$ cat config.mk
export PLATFORM = sky130hd
export DESIGN_NAME = bus_master_port_flat
export DESIGN_NICKNAME = d
export VERILOG_FILES = /design/src/rtl/bus_master_port_if.sv /design/src/rtl/bus_master_port.sv /design/src/flat_wrapper.sv
export SDC_FILE = /design/constraint.sdc
export NUM_CORES = 1
export LEC_CHECK = 0
export ABC_AREA = 1
export BUFFER_PORTS_ARGS = -buffer_cell sky130_fd_sc_hd__buf_2
export CAP_MARGIN = 40
export CORE_UTILIZATION = 48
export DETAILED_ROUTE_END_ITERATION = 8
export PLACE_DENSITY_LB_ADDON = 0.2
export SLEW_MARGIN = 15
export SYNTH_ARGS = -nofsm -noshare
export SYNTH_HDL_FRONTEND = slang
export SYNTH_SLANG_ARGS = --single-unit
$ cat constraint.sdc
create_clock -name clk -period 2.1 [get_ports clk]
set_clock_uncertainty 0.1 [all_clocks]
set_input_delay 0.315 -clock clk [delete_from_list [all_inputs] [get_ports clk]]
set_output_delay 0.315 -clock clk [all_outputs]
set_load 0.02 [all_outputs]
$ cat src/rtl/bus_master_port_if.sv
// Bus master port interface: local command/response handshake plus the
// shared-bus request/grant, address/data and strobe signals.
// The master modport is the bus_master_port view; slave is the environment view.
interface bus_master_port_if #(
  parameter int unsigned ADDR_WIDTH = 16,
  parameter int unsigned DATA_WIDTH = 16
) ();

  // Local command channel
  logic                  cmd_valid_i;
  logic                  cmd_ready_o;
  logic                  cmd_rw_i;
  logic [ADDR_WIDTH-1:0] cmd_addr_i;
  logic [DATA_WIDTH-1:0] cmd_wdata_i;

  // Local response channel
  logic                  rsp_valid_o;
  logic                  rsp_ready_i;
  logic [DATA_WIDTH-1:0] rsp_rdata_o;
  logic                  rsp_err_o;

  // Shared bus / arbiter side
  logic                  barq_o;
  logic                  bagd_i;
  logic [ADDR_WIDTH-1:0] addr_o;
  logic [DATA_WIDTH-1:0] wdata_o;
  logic                  rw_o;
  logic [DATA_WIDTH-1:0] rdata_i;
  logic                  data_strobe_i;
  logic                  error_i;

  modport master (
    input  cmd_valid_i, cmd_rw_i, cmd_addr_i, cmd_wdata_i, rsp_ready_i,
    input  bagd_i, rdata_i, data_strobe_i, error_i,
    output cmd_ready_o, rsp_valid_o, rsp_rdata_o, rsp_err_o,
    output barq_o, addr_o, wdata_o, rw_o
  );

  modport slave (
    output cmd_valid_i, cmd_rw_i, cmd_addr_i, cmd_wdata_i, rsp_ready_i,
    output bagd_i, rdata_i, data_strobe_i, error_i,
    input  cmd_ready_o, rsp_valid_o, rsp_rdata_o, rsp_err_o,
    input  barq_o, addr_o, wdata_o, rw_o
  );

endinterface

$ cat src/rtl/bus_master_port.sv
// Single-master front end for the shared address/data bus.
// Accepts one command at a time, requests the bus, drives it while granted,
// and returns a one-word response. All outputs are registered.
// Optional feature macro: BUS_MASTER_RETRY_EN (retry grant timeout, arbiter
// error and transfer timeout up to twice, with a one-cycle request gap).
module bus_master_port #(
  parameter int unsigned ADDR_WIDTH    = 16,
  parameter int unsigned DATA_WIDTH    = 16,
  parameter int unsigned GRANT_TIMEOUT = 32,
  parameter int unsigned XFER_TIMEOUT  = 16
) (
  input  logic              clk,
  input  logic              rst,
  bus_master_port_if.master bus
);

  localparam int unsigned TimerMax =
      (GRANT_TIMEOUT > XFER_TIMEOUT) ? GRANT_TIMEOUT : XFER_TIMEOUT;
  localparam int unsigned TW = $clog2(TimerMax + 1);
  localparam logic [TW-1:0] GrantLast = TW'(GRANT_TIMEOUT - 1);
  localparam logic [TW-1:0] XferLast  = TW'(XFER_TIMEOUT - 1);

  typedef enum logic [1:0] {StIdle, StReq, StXfer, StResp} state_e;

  state_e                state_q;
  logic [TW-1:0]         timer_q;
  logic                  cmd_ready_q;
  logic                  rsp_valid_q;
  logic [DATA_WIDTH-1:0] rsp_rdata_q;
  logic                  rsp_err_q;
  logic                  barq_q;
  logic [ADDR_WIDTH-1:0] addr_q;
  logic [DATA_WIDTH-1:0] wdata_q;
  logic                  rw_q;

  // Decoded end-of-attempt conditions
  logic req_active;
  logic grant_to;
  logic xfer_err;
  logic grant_lost;
  logic xfer_to;
  logic xfer_done;
  logic fail_any;
  logic retry_go;

  // In REQ with barq low we are in the retry gap cycle; grant is not sampled.
  assign req_active = (state_q == StReq) && barq_q;
  assign grant_to   = req_active && !bus.bagd_i && (timer_q == GrantLast);
  assign xfer_err   = (state_q == StXfer) && bus.error_i;
  assign grant_lost = (state_q == StXfer) && !bus.error_i && !bus.bagd_i;
  assign xfer_to    = (state_q == StXfer) && !bus.error_i && bus.bagd_i &&
                      !bus.data_strobe_i && (timer_q == XferLast);
  assign xfer_done  = (state_q == StXfer) && !bus.error_i && bus.bagd_i &&
                      bus.data_strobe_i;
  assign fail_any   = grant_to || xfer_err || grant_lost || xfer_to;

`ifdef BUS_MASTER_RETRY_EN
  logic [1:0] retry_q;
  // Loss of grant is not retried; the arbiter has moved on.
  assign retry_go = (grant_to || xfer_err || xfer_to) && (retry_q != 2'd2);
`else
  assign retry_go = 1'b0;
`endif

  // Control FSM with registered outputs; the failure block at the end
  // overrides whatever the state arm scheduled for that cycle.
  always_ff @(posedge clk) begin
    if (rst) begin
      state_q     <= StIdle;
      timer_q     <= '0;
      cmd_ready_q <= 1'b1;
      rsp_valid_q <= 1'b0;
      rsp_rdata_q <= '0;
      rsp_err_q   <= 1'b0;
      barq_q      <= 1'b0;
      addr_q      <= '0;
      wdata_q     <= '0;
      rw_q        <= 1'b0;
`ifdef BUS_MASTER_RETRY_EN
      retry_q     <= 2'd0;
`endif
    end else begin
      unique case (state_q)
        StIdle: begin
          if (bus.cmd_valid_i && cmd_ready_q) begin
            addr_q      <= bus.cmd_addr_i;
            wdata_q     <= bus.cmd_wdata_i;
            rw_q        <= bus.cmd_rw_i;
            barq_q      <= 1'b1;
            cmd_ready_q <= 1'b0;
            timer_q     <= '0;
`ifdef BUS_MASTER_RETRY_EN
            retry_q     <= 2'd0;
`endif
            state_q     <= StReq;
          end
        end
        StReq: begin
          if (!barq_q) begin
            barq_q <= 1'b1;
          end else if (bus.bagd_i) begin
            timer_q <= '0;
            state_q <= StXfer;
          end else if (timer_q != {TW{1'b1}}) begin
            timer_q <= timer_q + TW'(1);
          end
        end
        StXfer: begin
          if (xfer_done) begin
            rsp_rdata_q <= rw_q ? '0 : bus.rdata_i;
            rsp_err_q   <= 1'b0;
            rsp_valid_q <= 1'b1;
            barq_q      <= 1'b0;
            addr_q      <= '0;
            wdata_q     <= '0;
            rw_q        <= 1'b0;
            state_q     <= StResp;
          end else if (timer_q != {TW{1'b1}}) begin
            timer_q <= timer_q + TW'(1);
          end
        end
        StResp: begin
          if (bus.rsp_ready_i) begin
            rsp_valid_q <= 1'b0;
            rsp_rdata_q <= '0;
            rsp_err_q   <= 1'b0;
            cmd_ready_q <= 1'b1;
            state_q     <= StIdle;
          end
        end
        default: state_q <= StIdle;
      endcase

      if (fail_any) begin
        if (retry_go) begin
          // Drop the request for one cycle, then re-arbitrate with a fresh timer.
          state_q <= StReq;
          barq_q  <= 1'b0;
          timer_q <= '0;
`ifdef BUS_MASTER_RETRY_EN
          retry_q <= retry_q + 2'd1;
`endif
        end else begin
          rsp_rdata_q <= '0;
          rsp_err_q   <= 1'b1;
          rsp_valid_q <= 1'b1;
          barq_q      <= 1'b0;
          addr_q      <= '0;
          wdata_q     <= '0;
          rw_q        <= 1'b0;
          state_q     <= StResp;
        end
      end
    end
  end

  assign bus.cmd_ready_o = cmd_ready_q;
  assign bus.rsp_valid_o = rsp_valid_q;
  assign bus.rsp_rdata_o = rsp_rdata_q;
  assign bus.rsp_err_o   = rsp_err_q;
  assign bus.barq_o      = barq_q;
  assign bus.addr_o      = addr_q;
  assign bus.wdata_o     = wdata_q;
  assign bus.rw_o        = rw_q;

endmodule

$ cat src/flat_wrapper.sv
// flat-port wrapper written by rule: the top's interface ports become plain ports
module bus_master_port_flat 
#(
  parameter int unsigned ADDR_WIDTH    = 16,
  parameter int unsigned DATA_WIDTH    = 16,
  parameter int unsigned GRANT_TIMEOUT = 32,
  parameter int unsigned XFER_TIMEOUT  = 16
)
  (clk, rst, bus_cmd_valid_i, bus_cmd_rw_i, bus_cmd_addr_i, bus_cmd_wdata_i, bus_rsp_ready_i, bus_bagd_i, bus_rdata_i, bus_data_strobe_i, bus_error_i, bus_cmd_ready_o, bus_rsp_valid_o, bus_rsp_rdata_o, bus_rsp_err_o, bus_barq_o, bus_addr_o, bus_wdata_o, bus_rw_o);
  bus_master_port_if #(.ADDR_WIDTH(ADDR_WIDTH), .DATA_WIDTH(DATA_WIDTH)) bus_i ();
  input  logic clk;
  input  logic rst;
  input wire logic [$bits(bus_i.cmd_valid_i)-1:0] bus_cmd_valid_i;
  input wire logic [$bits(bus_i.cmd_rw_i)-1:0] bus_cmd_rw_i;
  input wire logic [$bits(bus_i.cmd_addr_i)-1:0] bus_cmd_addr_i;
  input wire logic [$bits(bus_i.cmd_wdata_i)-1:0] bus_cmd_wdata_i;
  input wire logic [$bits(bus_i.rsp_ready_i)-1:0] bus_rsp_ready_i;
  input wire logic [$bits(bus_i.bagd_i)-1:0] bus_bagd_i;
  input wire logic [$bits(bus_i.rdata_i)-1:0] bus_rdata_i;
  input wire logic [$bits(bus_i.data_strobe_i)-1:0] bus_data_strobe_i;
  input wire logic [$bits(bus_i.error_i)-1:0] bus_error_i;
  output wire logic [$bits(bus_i.cmd_ready_o)-1:0] bus_cmd_ready_o;
  output wire logic [$bits(bus_i.rsp_valid_o)-1:0] bus_rsp_valid_o;
  output wire logic [$bits(bus_i.rsp_rdata_o)-1:0] bus_rsp_rdata_o;
  output wire logic [$bits(bus_i.rsp_err_o)-1:0] bus_rsp_err_o;
  output wire logic [$bits(bus_i.barq_o)-1:0] bus_barq_o;
  output wire logic [$bits(bus_i.addr_o)-1:0] bus_addr_o;
  output wire logic [$bits(bus_i.wdata_o)-1:0] bus_wdata_o;
  output wire logic [$bits(bus_i.rw_o)-1:0] bus_rw_o;
  assign bus_i.cmd_valid_i = bus_cmd_valid_i;
  assign bus_i.cmd_rw_i = bus_cmd_rw_i;
  assign bus_i.cmd_addr_i = bus_cmd_addr_i;
  assign bus_i.cmd_wdata_i = bus_cmd_wdata_i;
  assign bus_i.rsp_ready_i = bus_rsp_ready_i;
  assign bus_i.bagd_i = bus_bagd_i;
  assign bus_i.rdata_i = bus_rdata_i;
  assign bus_i.data_strobe_i = bus_data_strobe_i;
  assign bus_i.error_i = bus_error_i;
  assign bus_cmd_ready_o = bus_i.cmd_ready_o;
  assign bus_rsp_valid_o = bus_i.rsp_valid_o;
  assign bus_rsp_rdata_o = bus_i.rsp_rdata_o;
  assign bus_rsp_err_o = bus_i.rsp_err_o;
  assign bus_barq_o = bus_i.barq_o;
  assign bus_addr_o = bus_i.addr_o;
  assign bus_wdata_o = bus_i.wdata_o;
  assign bus_rw_o = bus_i.rw_o;
  bus_master_port #(.ADDR_WIDTH(ADDR_WIDTH), .DATA_WIDTH(DATA_WIDTH), .GRANT_TIMEOUT(GRANT_TIMEOUT), .XFER_TIMEOUT(XFER_TIMEOUT)) u_core (.clk(clk), .rst(rst), .bus(bus_i));
endmodule
* Word level (Yosys, flattened, before mapping)
Cells that the tools add are included.
Word-level totals: output and inout bits 53, bits in latches 0, input port bits 56, ROM bits 0, memories kept 0, bits in registers 61, bits in writable memories 0, word-level logic and storage cells 94
Cells by class: shift operators 0, $mul 0, multiplexer cells 36, equal/unequal tests 16, reduce and logical (&&, ||, !) cells 31, order comparisons 0, bitwise operators 0, div/mod/pow operators 0, add/subtract/negate cells 1
Operator list (count):
- two-way mux 16 bit | 6
- one-hot mux 16 bit (2 select lines) | 3
- two-way mux 6 bit | 5
- one-hot mux 6 bit (3 select lines) | 1
- AND reduction 3 bit | 5
- two-way mux 2 bit | 6
- logical AND 1 bit | 11
- two-way mux 1 bit | 9
- != test 3 x 1 -> 1 bit (second input constant) | 3
- one-hot mux 1 bit (2 select lines) | 4
- one-hot mux 2 bit (4 select lines) | 1
- adder 6 x 1 -> 6 bit (second input constant) | 1
- == test 6 x 4 -> 1 bit (second input constant) | 1
- == test 6 x 5 -> 1 bit (second input constant) | 1
- != test 2 x 1 -> 1 bit (second input constant) | 3
- != test 3 x 2 -> 1 bit (second input constant) | 2
- != test 6 bit (second input constant) | 1
- nonzero test 2 bit | 3
- nonzero test 3 bit | 2
- AND reduction 5 bit | 1
- == test 2 bit (second input constant) | 2
- != test 2 bit (second input constant) | 2
- AND reduction 4 bit | 1
- logical NOT 1 bit | 3
- other kinds (5) | 7

* Depth between registers and ports, before layout
Gate-level depths: netlist (run 1).
depth after elaboration 9, depth in mapped cells 11, mapped depth without buffers 10

* Least setup slack after synthesis (run 1)
No wires, ideal clock.
path kind reg2reg, from register u_core.state_q[0], to register u_core.addr_q[11], in the netlist u_core.bus.addr_o[11], setup slack 0.322 ns, path buffers 3, data required time 1.883 ns, clock period less this slack 1.778 ns, setup time 0.117 ns, arrival time 1.561 ns, cell stages (with the launch flop) 12, path through dfxtp_1 > inv_1 > ha_1 > inv_2 > buf_2 > nand2_1 > a21oi_2 > buf_4 > buf_4 > nand2_1 > o21ai_1 > nor2_1
Between the ends: cells in the longest elaborated chain, start to end 8, elaborated cells on any way between the ends 22, those cells by class 4 x eq/ne; 1 x mux; 17 x reduce/logical
RTL lines:
- from (decl) | line bus_master_port.sv:25 | state_e state_q;
- from (signal assigned) | line bus_master_port.sv:69 | state_q <= StIdle;
- from (signal assigned) | line bus_master_port.sv:95 | state_q <= StReq;
- from (signal assigned) | line bus_master_port.sv:103 | state_q <= StXfer;
- == test 2 x 1 -> 1 bit | line bus_master_port.sv:47 | assign req_active = (state_q == StReq) && barq_q;
- logical AND 1 bit | line bus_master_port.sv:47
- logical AND 1 bit (2 in a row) | line bus_master_port.sv:48 | assign grant_to = req_active && !bus.bagd_i && (timer_q == GrantLast);
- logical OR 1 bit (3 in a row) | line bus_master_port.sv:55 | assign fail_any = grant_to || xfer_err || grant_lost || xfer_to;
- OR reduction 2 bit (no source line)
- to (signal assigned) | line bus_master_port.sv:86 | addr_q <= bus.cmd_addr_i;
- to (decl) | line bus_master_port.sv:32 | logic [ADDR_WIDTH-1:0] addr_q;
Parallel ways exist; a longest one is shown, timed or not. A chain may end at the register's enable or synchronous reset.

* Worst setup path in the final report (run 1)
from register u_core.state_q[0], to register u_core.timer_q[0]
Between the ends: cells in the longest elaborated chain, start to end 6, elaborated cells on any way between the ends 12, those cells by class 5 x eq/ne; 1 x mux; 6 x reduce/logical
RTL lines:
- == test 2 bit | line bus_master_port.sv:53, bus_master_port.sv:83
- logical AND 1 bit (3 in a row) | line bus_master_port.sv:53 | assign xfer_done = (state_q == StXfer) && !bus.error_i && bus.bagd_i &&
- != test 2 bit (no source line)
- AND reduction 4 bit (no source line)
- to (signal assigned) | line bus_master_port.sv:105 | timer_q <= timer_q + TW'(1);
- to (signal assigned) | line bus_master_port.sv:119 | timer_q <= timer_q + TW'(1);
- to (decl) | line bus_master_port.sv:26 | logic [TW-1:0] timer_q;
Parallel ways exist; a longest one is shown, timed or not.

==> results list, run 1 <==
- The flow ran to the end, and the final reports show no timing, DRC or antenna violations.
* CP Cell Sequence: inv_1, ha_1, inv_2, nor2_1, nand2_1, nand3b_1, nor2_2, nand2_1, a21oi_1
- Pins over their slew limit: 0
- Dividing the detail-routed via count by the number of cells gives 4.85.
* Kind of end point of the critical path: flip-flop
* Residual antenna-violating net count after detailed routing: 0
- Of the cells placed in the final design, the portion with a size suffix greater than 1 is approximately 34%.
- Top cell type's share of synthesized area: around 44%
* Setup slack after placement: 0.200 ns
* Post-Synthesis Mean Instance Area: ~7.4 sq um
- Total CTS buffers: 9
- Overall global routing resource usage: 21.6%
- The final critical path takes up between 90% and 100% of the cycle.
- Global Route met3 Usage: approximately 6.0%
- The cell area that synthesis handed to floorplanning was roughly 2800 sq um.
- Instance count of the mapped netlist: 375
* Crit path max-delay family: simple AND/OR/NAND/NOR gates
- After the flow finishes, the layout carries non-filler instances totaling about 560.
* Relative max-transition margin: 76.1%
* Clock Tree Root: sky130_fd_sc_hd__clkbuf_8
- Initial DRT Pass Iterations: 4
- Maximum number of pins on one net before global-route repair: 39
- Required time of the critical path: approximately 2.3 ns
- For this configuration, the core starts out at a cell density of around half.
- Achievable frequency: 525 MHz
* Critical path's slowest cell: sky130_fd_sc_hd__dfxtp_1
- For this design the static power due to leakage is 1.75 nW.
- Routability-driven placement finished with a final weighted congestion of a little under 0.9.
* PostCTS Resize Cnt: 0
- The area growth from synthesis to layout is 29.5%.
- # port buffers: around 110
* Post-detailed-route wirelength per cell: approximately 11 microns
- Estimated wirelength of the detail-placed design: ~4500 microns
- Net count of the finished layout: approximately 550
- After synthesis, flip-flops and latches occupy between 40 and 50% of the total area.
* Detailed Route WL: between 6000 and 7000 microns
- Cell taking the most area after synthesis: sky130_fd_sc_hd__dfxtp_1
- Maximum Capacitance Violations: 0
- Vert. Die Dim: just under 80 microns
* Synth Warn #: 0
- The first global-routing pass estimated 10,300 microns of wire.
- For the worst-skew pair, the clock arrives at the later sink with an insertion delay of 0.33 ns.
- Together, buffers and inverters on the worst path number 2.
* Total clock sinks: 61
* Synth area leaders: sky130_fd_sc_hd__dfxtp_1 (44%), sky130_fd_sc_hd__nand2_1 (15%), sky130_fd_sc_hd__nor2_1 (6.9%), sky130_fd_sc_hd__o21ai_1 (6.2%), sky130_fd_sc_hd__a21oi_2 (4.1%)
* DP Cell Count: ~550
- Buffers from clock root to sink, at most: 2
* RSZ-0062 raised after global routing: yes
- Clk slew on worst S/H paths: approximately 0.070 ns
- The global routing stage identified its most utilized layer as met2.
- Data arrival time of the worst path: roughly 2 ns
- The floorplan has 27 rows.
- Type of the most critical hold path: input pin to flip-flop
* Inserted Diodes: 0
- In this run, synthesis produced a sequential element count of slightly above 60.
- Post-Synthesis Net Count: approximately 440
* Final hold violations: 0
- First DRT Iteration DRCs: 90
- Count of boundary I/O pins: about 110
- Worst path max stage delay: around 0.37 ns
* Via total after detailed routing: approximately 2,700
* Critical path class: flip-flop to flip-flop
* Critical path startpoint category: flip-flop
* Via count of the first global-routing pass: around 2,400
- Worst-margin pin slew: about 0.36 ns
* Htree depth: 3
- Sum of negative setup slack: 0 ns
- For met1 alone, demand over resource in global routing was between 20% and 30%.
- In the global route stage, met2 resource usage came out at about a third.
* Setup WS post-layout: a little under 0.2 ns
- The number of antenna violations at the first check in global routing is 0.
- Die footprint: about 6000 sq um
* Cell variety after synth: 25
- Setup violations remaining at the end of the flow were counted as 0.
- Power spread over the standard cell area amounts to around 1600 nW/um^2.
- Maximum resistive drop on vdd: approximately 900 uV
- After layout, the minimum clock period comes to 1.90 ns.
* Total setup buffers inserted after CTS: 0
- The library cell used most frequently in the layout, excluding fill and tap cells, is sky130_fd_sc_hd__nand2_1.
- Measured along the x axis, the die boundary spans 77.8 microns.
- The library cells used most frequently in the layout, excluding fill and tap cells, are sky130_fd_sc_hd__nand2_1 (109), sky130_fd_sc_hd__buf_2 (108), sky130_fd_sc_hd__dfxtp_1 (61).
- Core Box Area: around 5500 sq um
* Drc violations: 0
* Dominant cell type by count on the critical path: sky130_fd_sc_hd__nand2_1
- Along the worst path, the maximum fanout reaches 6.
- Number of hold buffers added after cts: 0
* Core occupancy in the finished layout: between 60% and 70%
- For this run the aggregate overflow at the end of global routing stands at 0.
- TritonCTS built the clock tree.
==> cells by family (layout without fill, tap and decap cells) <==
group | count (synthesis) | after routing | synth area share, %
AOI/OAI and AO/OA | 72 | 72 | 15.3
adders and majority gates | 6 | 6 | 2.72
buffers and inverters | 44 | 158 | 8.07
DFF | 61 | 61 | 44.2
and+or+nand+nor | 192 | 192 | 29.7
==> Yosys cell counts <==
master / count
sky130_fd_sc_hd__o31ai_1: 1
sky130_fd_sc_hd__a21oi_2: 13
sky130_fd_sc_hd__ha_1: 6
sky130_fd_sc_hd__nor3_1: 1
sky130_fd_sc_hd__buf_12: 1
sky130_fd_sc_hd__inv_2: 4
sky130_fd_sc_hd__nand3_2: 10
sky130_fd_sc_hd__buf_2: 7
sky130_fd_sc_hd__nand3_1: 15
sky130_fd_sc_hd__nor2_2: 1
sky130_fd_sc_hd__nand3b_1: 1
sky130_fd_sc_hd__a21boi_2: 1
sky130_fd_sc_hd__nand2_2: 2
sky130_fd_sc_hd__buf_4: 8
sky130_fd_sc_hd__inv_1: 20
sky130_fd_sc_hd__nand4_1: 2
sky130_fd_sc_hd__a21oi_1: 18
sky130_fd_sc_hd__o21ai_1: 34
sky130_fd_sc_hd__dfxtp_1: 61
sky130_fd_sc_hd__clkbuf_1: 3
sky130_fd_sc_hd__o311ai_0: 1
sky130_fd_sc_hd__inv_4: 1
sky130_fd_sc_hd__o21ai_0: 4
sky130_fd_sc_hd__nand2_1: 109
sky130_fd_sc_hd__nor2_1: 51
==> cell type report <==
cell class / count / area, sq um
fillers: 507 / 1970
multi-input cells: 270 / 1320
flip-flops and latches: 61 / 1220
repair buffers: 117 / 646
clock buffers: 12 / 165
inverters: 25 / 96.3
well taps: 72 / 90.1
clock inverters: 4 / 31.3
==> routing by layer <==
metal / wire length [microns] / vias to the layer above / part of all wire (%)
met3: 432 / 11 / 6.8
met2: 2940 / 91 / 47
li1: - / 1420 / -
met1: 2860 / 1201 / 45
met5: 0 / - / 0
met4: 85 / 0 / 1.3
==> path summary, 6_finish.rpt <==
check                                                end                              startpoint  slack, ns  cells past startpoint
setup reg to reg          u_core.timer_q[0]$_SDFFE_PP0P_          u_core.state_q[0]$_SDFFE_PP0P_       0.20                      9
hold reg to reg   u_core.bus.rsp_rdata_o[1]$_SDFFE_PP0P_  u_core.bus.rsp_rdata_o[1]$_SDFFE_PP0P_       0.37                      2
hold / removal    u_core.bus.rsp_rdata_o[8]$_SDFFE_PP0P_                          bus_rdata_i[8]       0.14                      3
setup / recovery          u_core.timer_q[0]$_SDFFE_PP0P_          u_core.state_q[0]$_SDFFE_PP0P_       0.20                      9
==> flip-flops by register name, summed over array words and instances, names as in the netlist <==
signal and flops:
u_core.bus.cmd_ready_o 1, u_core.bus.addr_o 16, u_core.bus.rsp_err_o 1, u_core.bus.wdata_o 16, u_core.bus.barq_o 1, u_core.state_q 2
u_core.bus.rsp_rdata_o 16, u_core.bus.rw_o 1, u_core.timer_q 6, u_core.bus.rsp_valid_o 1
==> metrics by stage <==
| stage | power [mW] | cell area [sq um] | hold slack, ns |
|---|---|---|---|
| after floorplan | 4.01 | 2760 | 0.284 |
| after global routing | 6.20 | 3570 | 0.116 |
| after global placement | 4.68 | 3380 | 0.350 |
| final | 5.71 | 3570 | 0.136 |
| after CTS | 5.75 | 3570 | 0.118 |
| after detailed placement | 4.75 | 3380 | 0.356 |
==> worst register-to-register path, delay by kind of cell (launching register included) <==
family | cells | cell delay (ns)
buffers and inverters | 2 | 0.21
AO/OA/AOI/OAI | 1 | 0.16
adder cells (fa/ha/maj) | 1 | 0.25
flip-flops | 1 | 0.37
AND/OR/NAND/NOR | 5 | 0.74
==> power breakdown <==
part           switching, mW  leakage, nW  internal [mW]
sequential             0.190        0.501           1.51
combinational           1.94         1.16           1.09
clock                  0.456       0.0908          0.526
No activity file was read; power rests on OpenSTA's default activity.
==> inputs of run 2 (changes only) <==
--- a/config.mk
+++ b/config.mk
@@ -10,7 +10,7 @@
 export CAP_MARGIN = 40
 export CORE_UTILIZATION = 48
 export DETAILED_ROUTE_END_ITERATION = 8
-export PLACE_DENSITY_LB_ADDON = 0.2
+export PLACE_DENSITY = 0.81
 export SLEW_MARGIN = 15
 export SYNTH_ARGS = -nofsm -noshare
 export SYNTH_HDL_FRONTEND = slang
==> results list, run 2 (synthesis results as in run 1) <==
- Fraction of the cycle the final worst path needs: 93.2%
- Critical path class: flip-flop to flip-flop
- The final count of hold timing violations is 0.
- Data arrival time of the worst path: a little over 2 ns
* Total clock sinks: 61
- Max-cap violations in this run came to 0.
- In this run the critical register-to-register path is launched from u_core.state_q[0]$_SDFFE_PP0P_.
- From bottom edge to top edge, the die measures slightly below 80 microns.
- Leftover overflow at the end of global routing: 0
* Number of hold buffers added after cts: 0
- The first detailed-routing pass took 4 iterations.
* Count of boundary I/O pins: between 100 and 150
- Post-detailed-route wirelength per cell: ~12 microns
- The detailed router finished its first iteration with around 110 violations.
* Clock Tree Root: sky130_fd_sc_hd__clkbuf_8
- The first global-routing pass estimated roughly 10,000 microns of wire.
- In this run the worst hold path is classified as input pin to flip-flop.
- Of all nets on the critical path, the largest fanout is 33.
* Worst-case hold path end point: u_core.bus.rsp_rdata_o[14]$_SDFFE_PP0P_
- The H-tree was split into 3 levels.
* Sum of negative setup slack: 0 ns
- For this configuration, the core starts out at a cell density of about half.
* Relative max-transition margin: between 80% and 90%
* Initial antenna violation count: 0
* Kind of end point of the critical path: flip-flop
* Maximum resistive drop on vdd: around 960 uV
- After clock tree synthesis, the clock-pin slew on the worst setup and hold paths is 0.07 ns.
* Leak: between 1.5 and 2 nW
- Clock period minus worst slack: between 1.5 and 2 ns
* Worst R2R Path Depth: 10
- Worst reg-to-reg setup slack: roughly 0.14 ns
- For this block, the via count after detailed routing is 2,791.
* Share of post-route cells with drive strength above 1: about a third
- Run status: completed
- Die footprint: 6060 sq um
* Overall global routing resource usage: approximately 22%
- End of the worst register-to-register path: u_core.bus.wdata_o[4]$_SDFFE_PP0P_
- Die boundary width: around 78 microns
* Drc violations: 0
- Power density over the cells: approximately 1700 nW/um^2
- Maximum number of pins on one net before global-route repair: 67
* Startpoint of the lowest-slack hold path: bus_rdata_i[14]
- Commonest non-fill, non-tap cells in the layout: sky130_fd_sc_hd__nand2_1 (109), sky130_fd_sc_hd__buf_2 (108), sky130_fd_sc_hd__dfxtp_1 (61)
- # port buffers: around 110
- Detailed Route WL: between 6000 and 7000 microns
- The count of nets left with antenna violations once routing finished came out at 0.
* Core Box Area: between 5000 and 6000 sq um
* Post-detailed-route via-to-cell ratio: 4.99
- Estimated wirelength of the detail-placed design: ~4500 microns
* Critical path startpoint category: flip-flop
- The number of global-route vias before repair was 2,423.
* Weighted congestion at the end of routability-driven global placement: a little over 0.9
* CTS tree: done
- DP Cell Count: about 540
- Core Rows: 27
- The area growth from synthesis to layout is 30.4%.
- Net count of the finished layout: about 550
- Leaving out fill and tap cells, the most frequent cell in the layout is sky130_fd_sc_hd__nand2_1.
- Setup violations remaining at the end of the flow were counted as 0.
* Hold depth: 3
- The finished layout holds roughly 560 standard cells, fillers aside.
- Timing would allow up to 511 MHz.
* Required time of the critical path: 2.22 ns
* Pins over their slew limit: 0
- Buffers inserted during clock tree synthesis total 9.
- The repair_antennas step left the layout with diodes totalling 0.
* Layout fillers: ~510
- Worst-margin pin slew: around 0.3 ns
- Clock network latency to the later pin of the worst-skew pair: around 0.33 ns
- Counting along the longest clock path gives a buffer depth of 2.
==> run 2: timing repair <==
item                                    CTS  global route
setup buffers                             0             1
gates resized for setup                   0             3
endpoints found under the setup margin    0            13
==> run 2: how the worst max path moves through the flow <==
stage,end,cells past startpoint,from
floorplan,u_core.bus.addr_o[11]$_SDFFE_PP0P_,11,u_core.state_q[0]$_SDFFE_PP0P_
global placement,u_core.bus.wdata_o[6]$_SDFFE_PP0P_,10,u_core.state_q[0]$_SDFFE_PP0P_
detailed placement,u_core.timer_q[2]$_SDFFE_PP0P_,10,u_core.state_q[0]$_SDFFE_PP0P_
CTS,u_core.bus.wdata_o[6]$_SDFFE_PP0P_,10,u_core.state_q[0]$_SDFFE_PP0P_
global route,u_core.bus.wdata_o[7]$_SDFFE_PP0P_,10,u_core.state_q[0]$_SDFFE_PP0P_
finish,u_core.bus.wdata_o[4]$_SDFFE_PP0P_,10,u_core.state_q[0]$_SDFFE_PP0P_
==> run 2: area by class of cell <==
type | count | area [sq um] | share of cell area [%]
clock buffer | 11 | 141 | 3.93
inverter | 25 | 96.3 | 2.68
multi-input combinational | 270 | 1340 | 37.1
sequential | 61 | 1220 | 33.9
tap | 72 | 90.1 | 2.50
clock inverter | 4 | 72.6 | 2.02
timing repair buffer | 116 | 643 | 17.9
==> run 2: through the flow <==
stage | setup slack, ns | area [sq um] | power [mW] | util (%) | hold slack (ns)
after CTS | 0.151 | 3560 | 5.80 | 64.2 | 0.125
after detailed placement | 0.191 | 3340 | 4.64 | 60.3 | 0.360
after floorplan | 0.322 | 2760 | 4.01 | - | 0.284
final | 0.143 | 3600 | 5.95 | 65.0 | 0.134
after global placement | 0.239 | 3340 | 4.58 | 60.3 | 0.350
after global routing | -0.00766 | 3600 | 6.43 | 65.0 | 0.118
==> run 2: critical path: stages (launching register included) <==
cell,delay [ns]
sky130_fd_sc_hd__dfxtp_1,0.33
sky130_fd_sc_hd__inv_1,0.12
sky130_fd_sc_hd__ha_1,0.23
sky130_fd_sc_hd__inv_2,0.10
sky130_fd_sc_hd__nor2_1,0.15
sky130_fd_sc_hd__nand2_1,0.12
sky130_fd_sc_hd__a21oi_4,0.23
sky130_fd_sc_hd__clkbuf_16,0.26
sky130_fd_sc_hd__nand2_1,0.06
sky130_fd_sc_hd__o21ai_1,0.08
sky130_fd_sc_hd__nor2_1,0.05
==> run 2: report_power, final <==
part	switching, mW	total [mW]	internal, mW
Sequential	0.186	1.69	1.51
Clock	0.450	1.14	0.693
Combinational	2.01	3.12	1.11
Total	2.64	5.95	3.31
==> run 2: routing by layer <==
layer	GRT usage (%)	vias to the layer above	wire, microns
li1	-	1418	-
met5	0	-	0
met3	7.29	14	487
met1	25.5	1247	3040
met2	37.1	112	3090
met4	9.25	0	145
==> inputs of run 3 (changes only) <==
--- a/config.mk
+++ b/config.mk
@@ -10,7 +10,7 @@
 export CAP_MARGIN = 40
 export CORE_UTILIZATION = 48
 export DETAILED_ROUTE_END_ITERATION = 8
-export PLACE_DENSITY = 0.81
+export PLACE_DENSITY = 0.77
 export SLEW_MARGIN = 15
 export SYNTH_ARGS = -nofsm -noshare
 export SYNTH_HDL_FRONTEND = slang
==> results list, run 3 (synthesis results as in run 1) <==
- Run status: completed
- Leaving out fill and tap cells, the most frequent cells in the layout are sky130_fd_sc_hd__nand2_1 (109), sky130_fd_sc_hd__buf_2 (108), sky130_fd_sc_hd__dfxtp_1 (61).
* Via total after detailed routing: 2,751
- Worst-path fanout max: 6
- After detailed routing, the total wire length is between 6000 and 7000 microns.
* Initial DRT Pass Iterations: 4
* Dpl cell area: between 3000 and 4000 sq um
- Across every metal layer, demand over resource in global routing totals between 20% and 30%.
* Fraction of the cycle the final worst path needs: 92.8%
- Final-layout worst hold slack: about 0.13 ns
- Net switching is between 40 and 50% of the power.
* Leak: ~1.8 nW
* Kind of end point of the critical path: flip-flop
- Once routing completed, OpenROAD measured the worst setup slack at 0.151 ns.
- The floorplan step set the die width to 77.8 microns.
- Layout fillers: roughly 500
- Routability-driven placement finished with a final weighted congestion of roughly 0.87.
- Type of the most critical hold path: input pin to flip-flop
- Vert. Die Dim: 77.8 microns
- The share of total power dissipated in combinational logic is a little over half.
- Summed over all nets, the switching power comes to between 2 and 3 mW.
- Counting cells, the worst reg-to-reg path comes to 9.
- Across all register-to-register paths, the minimum setup slack is about 0.15 ns.
- Max-cap violations in this run came to 0.
* Startpoint of the most critical register-to-register path: u_core.state_q[1]$_SDFFE_PP0P_
- Power spread over the standard cell area amounts to approximately 1600 nW/um^2.
- In this design, the critical path's most frequently occurring cell is sky130_fd_sc_hd__nor2_1.
* Estimated wirelength of the detail-placed design: 4490 microns
* Required time of the critical path: between 2 and 2.5 ns
- Per report_power, the clock group accounts for roughly a fifth of the total.
- Startpoint of the lowest-slack hold path: bus_rdata_i[7]
- CTS tree: done
- After detailed routing, the average wire length per cell comes to 11.3 microns.
- Relative max-transition margin: 78.3%
- Pin placement for this block handled approximately 110 I/O pins.
- Net count of the finished layout: between 500 and 600
- Cells with a size suffix above 1 make up roughly 34% of the layout.
* Clk slew on worst S/H paths: 0.07 ns
- Maximum number of pins on one net before global-route repair: 67
- The library cell used most frequently in the layout, excluding fill and tap cells, is sky130_fd_sc_hd__nand2_1.
- Once detail routing completed, the nets flagged for antenna violations numbered 0.
* Critical path class: flip-flop to flip-flop
- Broken down by cell family, the worst path's largest delay share belongs to simple AND/OR/NAND/NOR gates.
- Achievable frequency: ~510 MHz
* CP Cell Sequence: inv_1, ha_1, inv_2, a21oi_2, nor2_1, nand3b_1, nor2_1, nand3_1, a21oi_1
- Summed area of non-filler cells in the final layout: roughly 3600 sq um
- The initial utilization of the core area, before any placement, comes to approximately 50%.
- Pins over their slew limit: 0
* Worst-margin pin slew: between 0.3 and 0.4 ns
- Critical path's slowest cell: sky130_fd_sc_hd__dfxtp_1
- The number of buffers and inverters on the critical path is 2.
- The cell sitting at the root of the clock tree is a sky130_fd_sc_hd__clkbuf_8.
* Core occupancy in the finished layout: about two thirds
- 0 antenna diodes ended up in the layout.
- The clock passes through at most 2 buffers.
- In this run the core area contains 27 standard-cell rows.
- Total setup buffers inserted after CTS: 0
- Setup slack after placement: about 0.21 ns
- The internal portion of the total power is about 3.3 mW.
- In this run, the number of DRC markers left after iteration 0 of detailed routing was between 90 and 100.
* Clock network latency to the later pin of the worst-skew pair: 0.33 ns
- Area growth, synth to finish: 30.9%
- The tree built by TritonCTS fans out to 61 sinks.
- After layout, the minimum clock period comes to between 1.5 and 2 ns.
- Using the TritonRoute via totals, the vias-per-cell ratio works out to 4.90.
- The number of global-route vias before repair is between 2,000 and 2,500.
- In this run the critical register-to-register path is captured at u_core.timer_q[4]$_SDFFE_PP0P_.
- Critical path startpoint category: flip-flop
* Setup violators final: 0
- Sequential cells burn 28.6% of the power.
* Initial antenna violation count: 0
- TritonCTS created 9 clock buffers.
- The completed layout was analyzed and its total power is slightly below 6 mW.
* Drc violations: 0
- The first global-routing pass estimated 10,000 microns of wire.
- After clock tree synthesis, the flow added hold-fix buffers numbering 0.
- STA puts the critical path data arrival time at around 2.1 ns.
- Core Box Area: between 5000 and 6000 sq um
* Hold depth: 3
* Die footprint: just over 6000 sq um
- For this run, the slowest stage of the critical path takes about 0.38 ns.
* Htree depth: 3
* Maximum resistive drop on vdd: ~860 uV
* Worst-case hold path end point: u_core.bus.rsp_rdata_o[7]$_SDFFE_PP0P_
* RSZ-0062 raised after global routing: yes
* # port buffers: 108
- The final count of hold timing violations was 0.
- Global routing finished with a remaining overflow of 0.
[run 3: how the worst max path moves through the flow]
stage / start / to / slack (ns) / cells past startpoint
CTS: u_core.state_q[1]$_SDFFE_PP0P_ / u_core.timer_q[0]$_SDFFE_PP0P_ / 0.17 / 9
detailed placement: u_core.state_q[0]$_SDFFE_PP0P_ / u_core.bus.wdata_o[0]$_SDFFE_PP0P_ / 0.21 / 10
global placement: u_core.state_q[0]$_SDFFE_PP0P_ / u_core.bus.wdata_o[0]$_SDFFE_PP0P_ / 0.27 / 10
global route: u_core.state_q[1]$_SDFFE_PP0P_ / u_core.timer_q[2]$_SDFFE_PP0P_ / -0.03 / 10
finish: u_core.state_q[1]$_SDFFE_PP0P_ / u_core.timer_q[4]$_SDFFE_PP0P_ / 0.15 / 9
floorplan: u_core.state_q[0]$_SDFFE_PP0P_ / u_core.bus.addr_o[11]$_SDFFE_PP0P_ / 0.32 / 11
[run 3: worst reg2reg max path: stages, from the launching register on]
cell	delay, ns
sky130_fd_sc_hd__dfxtp_1	0.38
sky130_fd_sc_hd__inv_1	0.10
sky130_fd_sc_hd__ha_1	0.21
sky130_fd_sc_hd__inv_2	0.07
sky130_fd_sc_hd__a21oi_2	0.06
sky130_fd_sc_hd__nor2_1	0.18
sky130_fd_sc_hd__nand3b_1	0.27
sky130_fd_sc_hd__nor2_1	0.27
sky130_fd_sc_hd__nand3_1	0.10
sky130_fd_sc_hd__a21oi_1	0.14
[run 3: metal layers]
metal  track usage [%]  up-vias  part of all wire (%)
li1                  -     1421                     -
met1              24.4     1219                    46
met2              34.8      100                    45
met3              5.76       11                   7.4
met4              10.6        0                   1.7
met5                 0        -                     0
[run 3: layout make-up]
class,instances,area (sq um),area share (%)
Tap cell,72,90.1,2.49
Sequential cell,61,1220,33.8
Timing Repair Buffer,117,651,18.0
Inverter,25,96.3,2.67
Clock inverter,6,86.3,2.39
Clock buffer,10,138,3.81
Multi-Input combinational cell,270,1330,36.8
[run 3: timing repair]
action / 4_1_cts / 5_1_grt
setup endpoints to repair: 0 / 26
resized for setup: 0 / 2
hold endpoints to repair: 0 / 0
[run 3: power groups by stage]
stage	Sequential [mW]	Clock, mW	Combinational (mW)
2_1_floorplan	2.05	0	1.96
3_3_place_gp	1.71	0	2.88
4_1_cts	1.69	1.17	2.95
6_report	1.69	1.14	3.09
3_5_place_dp	1.71	0	2.93
5_1_grt	1.73	1.23	3.45
[run 3: stage by stage]
| step | instances | setup TNS (ns) |
|---|---|---|
| after global routing | 561 | -0.0566 |
| after floorplan | 375 | 0 |
| final | 561 | 0 |
| after CTS | 560 | 0 |
| after global placement | 544 | 0 |
| after detailed placement | 544 | 0 |
